$ cat src/rtl/tap_byte_driver_pkg.sv
// Shared types for the TAP byte driver: FSM states, strobe bundle, width defaults.
package tap_byte_driver_pkg;

  localparam int TAP_DATA_WIDTH   = 8;
  localparam int TAP_RESULT_WIDTH = 16;

  typedef enum logic [3:0] {
    TLR, IDLE, CAPTURE, SHIFT, UPDATE, GAP, RB_CAPTURE, RB_SHIFT, RB_UPDATE, DONE
  } tap_state_e;

  typedef struct packed {
    logic tdi;
    logic tlr;
    logic rti;
    logic ir_user;
    logic capture;
    logic shift;
    logic update;
  } tap_strb_t;

  // One strobe per state, so exclusivity holds by construction.
  function automatic tap_strb_t strb_of(tap_state_e s, logic tdi, logic ir_user);
    tap_strb_t t;
    t         = '0;
    t.tdi     = tdi;
    t.ir_user = ir_user;
    t.tlr     = (s == TLR);
    t.rti     = (s == IDLE) || (s == GAP) || (s == DONE);
    t.capture = (s == CAPTURE) || (s == RB_CAPTURE);
    t.shift   = (s == SHIFT) || (s == RB_SHIFT);
    t.update  = (s == UPDATE) || (s == RB_UPDATE);
    return t;
  endfunction

endpackage

$ cat src/rtl/tap_scan_shifter.sv
// Right-shifting scan register with bit counter; serial out at bit 0, serial in at the MSB.
module tap_scan_shifter #(
  parameter int W  = 16,
  parameter int CW = $clog2(W + 1)
) (
  input  logic          i_clk,
  input  logic          i_rst,
  input  logic          i_load,
  input  logic [W-1:0]  i_data,
  input  logic          i_shift,
  input  logic          i_sin,
  output logic          o_sout,
  output logic [W-1:0]  o_par,
  output logic [CW-1:0] o_cnt
);

  logic [W-1:0]  r_sr;
  logic [CW-1:0] r_cnt;

  always_ff @(posedge i_clk) begin
    if (i_rst) begin
      r_sr  <= '0;
      r_cnt <= '0;
    end else if (i_load) begin
      r_sr  <= i_data;
      r_cnt <= '0;
    end else if (i_shift) begin
      r_sr  <= {i_sin, r_sr[W-1:1]};
      r_cnt <= r_cnt + 1'b1;
    end
  end

  assign o_sout = r_sr[0];
  assign o_par  = r_sr;
  assign o_cnt  = r_cnt;

endmodule

$ cat src/rtl/tap_byte_driver.sv
// Drives TAP DR scans from a byte stream, then reads back a result word over tdo.
// Optional TAP_BYTE_DRIVER_POLL_EN: rescan a zero result every POLL_INTERVAL idle cycles.
module tap_byte_driver
  import tap_byte_driver_pkg::*;
#(
  parameter int DATA_WIDTH    = TAP_DATA_WIDTH,
  parameter int RESULT_WIDTH  = TAP_RESULT_WIDTH,
  parameter int RESET_CYCLES  = 5,
  parameter int GAP_CYCLES    = 2,
  parameter int POLL_INTERVAL = 64
) (
  input  logic                    clk,
  input  logic                    rst,
  input  logic                    in_valid,
  output logic                    in_ready,
  input  logic [DATA_WIDTH-1:0]   in_data,
  input  logic                    in_last,
  input  logic                    readback_req,
  output logic                    tap_tdi,
  input  logic                    tap_tdo,
  output logic                    tap_test_logic_reset,
  output logic                    tap_run_test_idle,
  output logic                    tap_ir_is_user,
  output logic                    tap_capture_dr,
  output logic                    tap_shift_dr,
  output logic                    tap_update_dr,
  output logic                    result_valid,
  output logic [RESULT_WIDTH-1:0] result_data,
  output logic                    busy
);

  localparam int CW = $clog2(RESULT_WIDTH + 1);
  localparam int TW = 16;

  tap_state_e              r_state, w_nxt;
  tap_strb_t               r_strb;
  logic [TW-1:0]           r_tim;
  logic                    r_in_ready, r_busy, r_rv;
  logic [RESULT_WIDTH-1:0] r_rd;
  logic                    r_last_seen, r_rb_pend, r_poll;
  logic                    w_acc, w_req, w_load, w_shift, w_sout;
  logic [RESULT_WIDTH-1:0] w_par;
  logic [CW-1:0]           w_cnt;

  assign w_acc = in_valid & r_in_ready;
`ifdef TAP_BYTE_DRIVER_POLL_EN
  assign w_req = readback_req & 1'b0;
`else
  assign w_req = readback_req;
`endif

  // Bytes load on acceptance; readback clears the register on entry to RB_CAPTURE.
  assign w_load  = w_acc | (w_nxt == RB_CAPTURE);
  assign w_shift = (w_nxt == SHIFT) | (r_state == RB_SHIFT && !rst);

  tap_scan_shifter #(.W(RESULT_WIDTH), .CW(CW)) u_shifter (
    .i_clk  (clk),
    .i_rst  (rst),
    .i_load (w_load),
    .i_data (w_acc ? RESULT_WIDTH'(in_data) : '0),
    .i_shift(w_shift),
    .i_sin  (tap_tdo),
    .o_sout (w_sout),
    .o_par  (w_par),
    .o_cnt  (w_cnt)
  );

  always_comb begin
    w_nxt = r_state;
    if (rst) w_nxt = TLR;
    else begin
      case (r_state)
        TLR:        if (r_tim == TW'(RESET_CYCLES - 1)) w_nxt = IDLE;
        IDLE:       if (w_acc) w_nxt = CAPTURE;
                    else if (w_req) w_nxt = RB_CAPTURE;
        CAPTURE:    w_nxt = SHIFT;
        SHIFT:      if (w_cnt == CW'(DATA_WIDTH)) w_nxt = UPDATE;
        UPDATE:     w_nxt = GAP;
        GAP:        if (r_tim == TW'(GAP_CYCLES - 1))
                      w_nxt = (r_last_seen || r_rb_pend) ? RB_CAPTURE : IDLE;
        RB_CAPTURE: w_nxt = RB_SHIFT;
        RB_SHIFT:   if (w_cnt == CW'(RESULT_WIDTH - 1)) w_nxt = RB_UPDATE;
        RB_UPDATE:  w_nxt = r_last_seen ? DONE : IDLE;
        DONE:       if (r_poll && r_tim == TW'(POLL_INTERVAL - 1)) w_nxt = RB_CAPTURE;
                    else if (w_req) w_nxt = RB_CAPTURE;
        default:    w_nxt = TLR;
      endcase
    end
  end

  always_ff @(posedge clk) begin
    if (rst) begin
      r_state     <= TLR;
      r_tim       <= '0;
      r_strb      <= strb_of(TLR, 1'b0, 1'b0);
      r_in_ready  <= 1'b0;
      r_busy      <= 1'b0;
      r_rv        <= 1'b0;
      r_rd        <= '0;
      r_last_seen <= 1'b0;
      r_rb_pend   <= 1'b0;
      r_poll      <= 1'b0;
    end else begin
      r_state    <= w_nxt;
      r_tim      <= (w_nxt == r_state) ? r_tim + 1'b1 : '0;
      r_strb     <= strb_of(w_nxt, (w_nxt == SHIFT) ? w_sout : 1'b0,
                            r_strb.ir_user | (r_state == TLR && w_nxt != TLR));
      r_in_ready <= (w_nxt == IDLE);
      // TLR is not a scan, so busy stays low there as it does in reset.
      r_busy     <= !(w_nxt inside {TLR, IDLE, DONE});
      r_rv       <= 1'b0;
      if (w_acc && in_last) r_last_seen <= 1'b1;
      if (w_nxt == RB_CAPTURE) r_rb_pend <= 1'b0;
      else if (w_req && (w_nxt inside {CAPTURE, SHIFT, UPDATE, GAP})) r_rb_pend <= 1'b1;
      if (r_state == RB_UPDATE) begin
`ifdef TAP_BYTE_DRIVER_POLL_EN
        if (r_last_seen && w_par == '0) r_poll <= 1'b1;
        else begin
          r_poll <= 1'b0;
          r_rd   <= w_par;
          r_rv   <= 1'b1;
        end
`else
        r_rd <= w_par;
        r_rv <= 1'b1;
`endif
      end
    end
  end

  assign in_ready             = r_in_ready;
  assign tap_tdi              = r_strb.tdi;
  assign tap_test_logic_reset = r_strb.tlr;
  assign tap_run_test_idle    = r_strb.rti;
  assign tap_ir_is_user       = r_strb.ir_user;
  assign tap_capture_dr       = r_strb.capture;
  assign tap_shift_dr         = r_strb.shift;
  assign tap_update_dr        = r_strb.update;
  assign result_valid         = r_rv;
  assign result_data          = r_rd;
  assign busy                 = r_busy;

endmodule

$ cat config.mk
export PLATFORM = sky130hd
export DESIGN_NAME = tap_byte_driver
export DESIGN_NICKNAME = d
export VERILOG_FILES = /design/src/rtl/tap_byte_driver_pkg.sv /design/src/rtl/tap_scan_shifter.sv /design/src/rtl/tap_byte_driver.sv
export SDC_FILE = /design/constraint.sdc
export NUM_CORES = 1
export LEC_CHECK = 0
export ABC_AREA = 1
export BUFFER_PORTS_ARGS = -buffer_cell sky130_fd_sc_hd__buf_2
export CAP_MARGIN = 10
export CELL_PAD_IN_SITES_DETAIL_PLACEMENT = 0
export CELL_PAD_IN_SITES_GLOBAL_PLACEMENT = 1
export CORE_MARGIN = 1
export CORE_UTILIZATION = 41
export CTS_CLUSTER_SIZE = 24
export DETAILED_ROUTE_END_ITERATION = 10
export PLACE_DENSITY_LB_ADDON = 0.1
export SKIP_LAST_GASP = 1
export SLEW_MARGIN = 0
export SYNTH_ARGS = -nofsm -noshare
export SYNTH_HDL_FRONTEND = slang
export SYNTH_HIERARCHICAL = 1
export SYNTH_SLANG_ARGS = --single-unit
$ cat constraint.sdc
create_clock -name clk -period 2.65 [get_ports clk]
set_input_delay 0.1325 -clock clk [delete_from_list [all_inputs] [get_ports clk]]
set_output_delay 0.1325 -clock clk [all_outputs]
set_load 0.01 [all_outputs]
==> run_results.csv <==
group,metric,value,unit
drt,wl_per_cell,11.50,um
drt,vias_per_cell,4.653,
floorplan,rows,32,
logic_synthesis,synth_top_cell_by_area,"dfxtp_1",
setup_path,r2r-start,"r_state[1]",
setup_path,r2r_slack,0.32,ns
layout,seqCellArea,1384,sq um
global_route,grt_overflow,0,
cts,clkSinkCount,69,
timing,fin_tns_setup,0,ns
global_route,grt_max_degree,29,
logic_synthesis,synth_area,3261,sq um
setup_path,crit_slowest_cell,"dfxtp_1",
timing,finalCritPeriodShare,87.91,%
run,cap_violations,0,
logic_synthesis,yosys-top-cells-count,"101 x nand2_1, 84 x nor2_1, 69 x dfxtp_1",
logic_synthesis,yosys-top-cells-area,"dfxtp_1 42%, nand2_1 12%, nor2_1 9.7%, inv_1 5.1%, nand3_1 4.0%",
timing,fmax,0.4293,GHz
drt,drc_errors,0,
setup_path,cpMostUsedCell,"nand2_1",
placement,hpwl,5132,um
logic_synthesis,synth.top_cell.area_share,42.36,%
placement,numPlacedInstances,601,
layout,fin_area,3799,sq um
setup_path,worstReg2RegEnd,"u_shifter/o_cnt[2]",
timing,setup_viol,0,
logic_synthesis,syn_area_per_cell,7.088,sq um
logic_synthesis,async_flop_share,0,%
worst_hold_path,min_to,"r_last_seen",
setup_path,reg2reg_depth,14,
cts,cts_buffers,9,
worst_hold_path,min_path_cells,3,
timing,hold_viol_final,0,
logic_synthesis,synth_edf_count,0,
setup_path,critPathKind,"reg2reg",
logic_synthesis,synthFlopType,"dfxtp_1",
setup_path,worstSetupStartpointType,"flop",
floorplan,die_area,8314,sq um
floorplan,ios,40,
logic_synthesis,post-synth-top-count-cell,"nand2_1",
setup_path,max_stage_delay,0.49,ns
floorplan,core,7727,sq um
drt,dr.pass1.iters,5,
timing,fin_skew,0.01408,ns
setup_path,path_cells,"inv_2 -> nand2_2 -> inv_2 -> nand2_1 -> o21ai_1 -> nor2_1 -> nand2_1 -> nand2_2 -> nor2_1 -> nand2_1 -> nand2_1 -> inv_4 -> nand2_1 -> nor3_1",
floorplan,fp.dieH,91.18,um
cts,h-tree-depth,3,
placement,routabilityCongestion,0.8353,
worst_hold_path,hold_path.class,"in2reg",
setup_path,critical_path.endpoint_type,"flop",
placement,dpl_cell_area,3571,sq um
pwr,leakage,1.764,nW
timing,fin_ws,0.3204,ns
pwr,p_per_area,649.2,nW/um^2
global_route,track_usage,18.94,%
drt,totalWireLength,7094,um
layout,n_antenna_cell,0,
cts,cts_root_buffer,"clkbuf_8",
timing,worst_slew_pin_slew,0.5317,ns
timing,rsz0062_at_grt,"no",
layout,multi_input_area,1619,sq um
timing,slew_violations,0,
layout,final_cells,617,
timing,slew_headroom,64.51,%
setup_path,crit_arrival,2.59,ns
worst_hold_path,min_from,"in_last",
pwr,vdd_ir_drop_max,0.0002233,V
logic_synthesis,yosysWarnings,6,
outcome,status,"finished clean",
floorplan,start_util,42.20,%
placement,io_buffers,39,
logic_synthesis,ys_ff_latch,69,
cts,cts_tree,"done",
cts,postCtsHoldBufs,0,
cts,clk_pin_slew,0.07,ns
cts,insertion_delay,0.35,ns
global_route,grt_pass1_wl,12520,um
placement,dp_slack,0.1041,ns
setup_path,worstPathRequired,2.91,ns
global_route,antenna_found_initial,0,
layout,area_delta_synth_final,16.50,%
floorplan,die_x,91.18,um
cts,cts.path.max_buffers,2,
pwr,power,2.466,mW
layout,final_nets,528,
setup_path,cp_top_family,"simple AND/OR/NAND/NOR gates",
logic_synthesis,netlist-cell-type-count,34,
layout,fillerInstances,795,
global_route,grt_pass1_vias,2701,
drt,drt_iter0_drc,118,
drt,ant_nets,0,
layout,drive_above_1_share,19.61,%
timing,period_minus_slack,2.330,ns
setup_path,crit_path_max_fanout,28,
setup_path,worst-path-buf-inv,3,
logic_synthesis,ys_seq_area_share,42.36,%
logic_synthesis,netlist_instances,460,
drt,num_vias,2871,
==> timing repair <==
action	in CTS	in global routing
buffers inserted	0	0
setup endpoints to repair	0	21
resized for setup	0	6
==> worst min-delay path, cell delays in order <==
cell     delay, ns
buf_2         0.10
nand3_1       0.07
a21oi_1       0.05
==> registers in the layout (all words and copies together), names as in the netlist <==
| register | flops |
|---|---|
| tap_tdi | 1 |
| tap_run_test_idle | 1 |
| in_ready | 1 |
| u_shifter/o_cnt | 5 |
| r_last_seen | 1 |
| busy | 1 |
| r_tim | 16 |
| tap_update_dr | 1 |
| r_rb_pend | 1 |
| tap_capture_dr | 1 |
| result_data | 16 |
| tap_test_logic_reset | 1 |
| u_shifter/o_par | 16 |
| r_state | 4 |
| tap_shift_dr | 1 |
| tap_ir_is_user | 1 |
| result_valid | 1 |
==> cell type report <==
cell class | instances | share of cell area [%]
Inverter | 50 | 5.007
Multi-Input combinational cell | 332 | 42.62
Sequential cell | 69 | 36.43
Tap cell | 102 | 3.360
Clock buffer | 13 | 4.447
Timing Repair Buffer | 48 | 7.016
Clock inverter | 3 | 1.120
==> per-layer routing <==
layer  vias up  global-route usage [%]  wire, um
met5         -                       0         0
met3        13                   4.523       307
met2        62                   28.85      3076
met1      1260                   26.09      3620
li1       1536                       -         -
met4         0                   6.614        90
==> power breakdown <==
| group | internal [mW] | switching (mW) |
|---|---|---|
| clock | 0.511 | 0.397 |
| sequential | 1.10 | 0.0525 |
| combinational | 0.147 | 0.255 |
==> how the worst max path moves through the flow <==
stage | startpoint | endpoint | slack [ns] | cells past startpoint
4_1_cts | u_shifter/o_cnt[2] | u_shifter/o_par[9] | 0.09 | 15
6_report | r_state[1] | u_shifter/o_cnt[2] | 0.32 | 14
2_1_floorplan | r_tim[0] | u_shifter/o_par[9] | 0.54 | 15
3_5_place_dp | u_shifter/o_cnt[2] | u_shifter/o_par[9] | 0.10 | 15
3_3_place_gp | r_state[1] | u_shifter/o_par[9] | 0.11 | 15
5_1_grt | r_tim[13] | u_shifter/o_par[12] | 0.009 | 16
==> cells by family (layout without fill, tap and decap cells) <==
kind of cell | after synthesis | after routing | share of synthesized area [%]
DFF | 69 | 69 | 42.36
muxes | 1 | 1 | 0.3070
adders and majority gates | 4 | 4 | 1.535
buffers and inverters | 66 | 114 | 9.094
other | 1 | 8 | 0.1150
AOI/OAI and AO/OA | 56 | 56 | 9.401
xor gates and xnor gates | 15 | 15 | 4.029
and+or+nand+nor | 248 | 248 | 33.15
==> placed cells by master (no fill, tap or decap), types with 5 or more instances in the layout <==
master | Yosys | final
a21oi_1 | 17 | 17
inv_2 | 5 | 5
inv_1 | 44 | 44
nand4_1 | 5 | 5
nand2_1 | 101 | 100
o21ai_0 | 21 | 21
nor2_1 | 84 | 83
buf_4 | 3 | 8
buf_2 | 4 | 39
nand3_1 | 26 | 26
conb_1 | 1 | 8
dfxtp_1 | 69 | 67
nor3_1 | 5 | 5
o21ai_1 | 11 | 11
clkbuf_8 | 0 | 12
nor2_2 | 14 | 14
xor2_1 | 12 | 12
==> through the flow <==
step,util [%],hold WS [ns]
floorplan,-,0.2016
finish,49.16,0.05808
global placement,46.21,0.4052
detailed placement,46.21,0.4095
global route,49.16,0.05587
CTS,48.95,0.04550
Note: power is estimated with default switching activity, not from simulation.
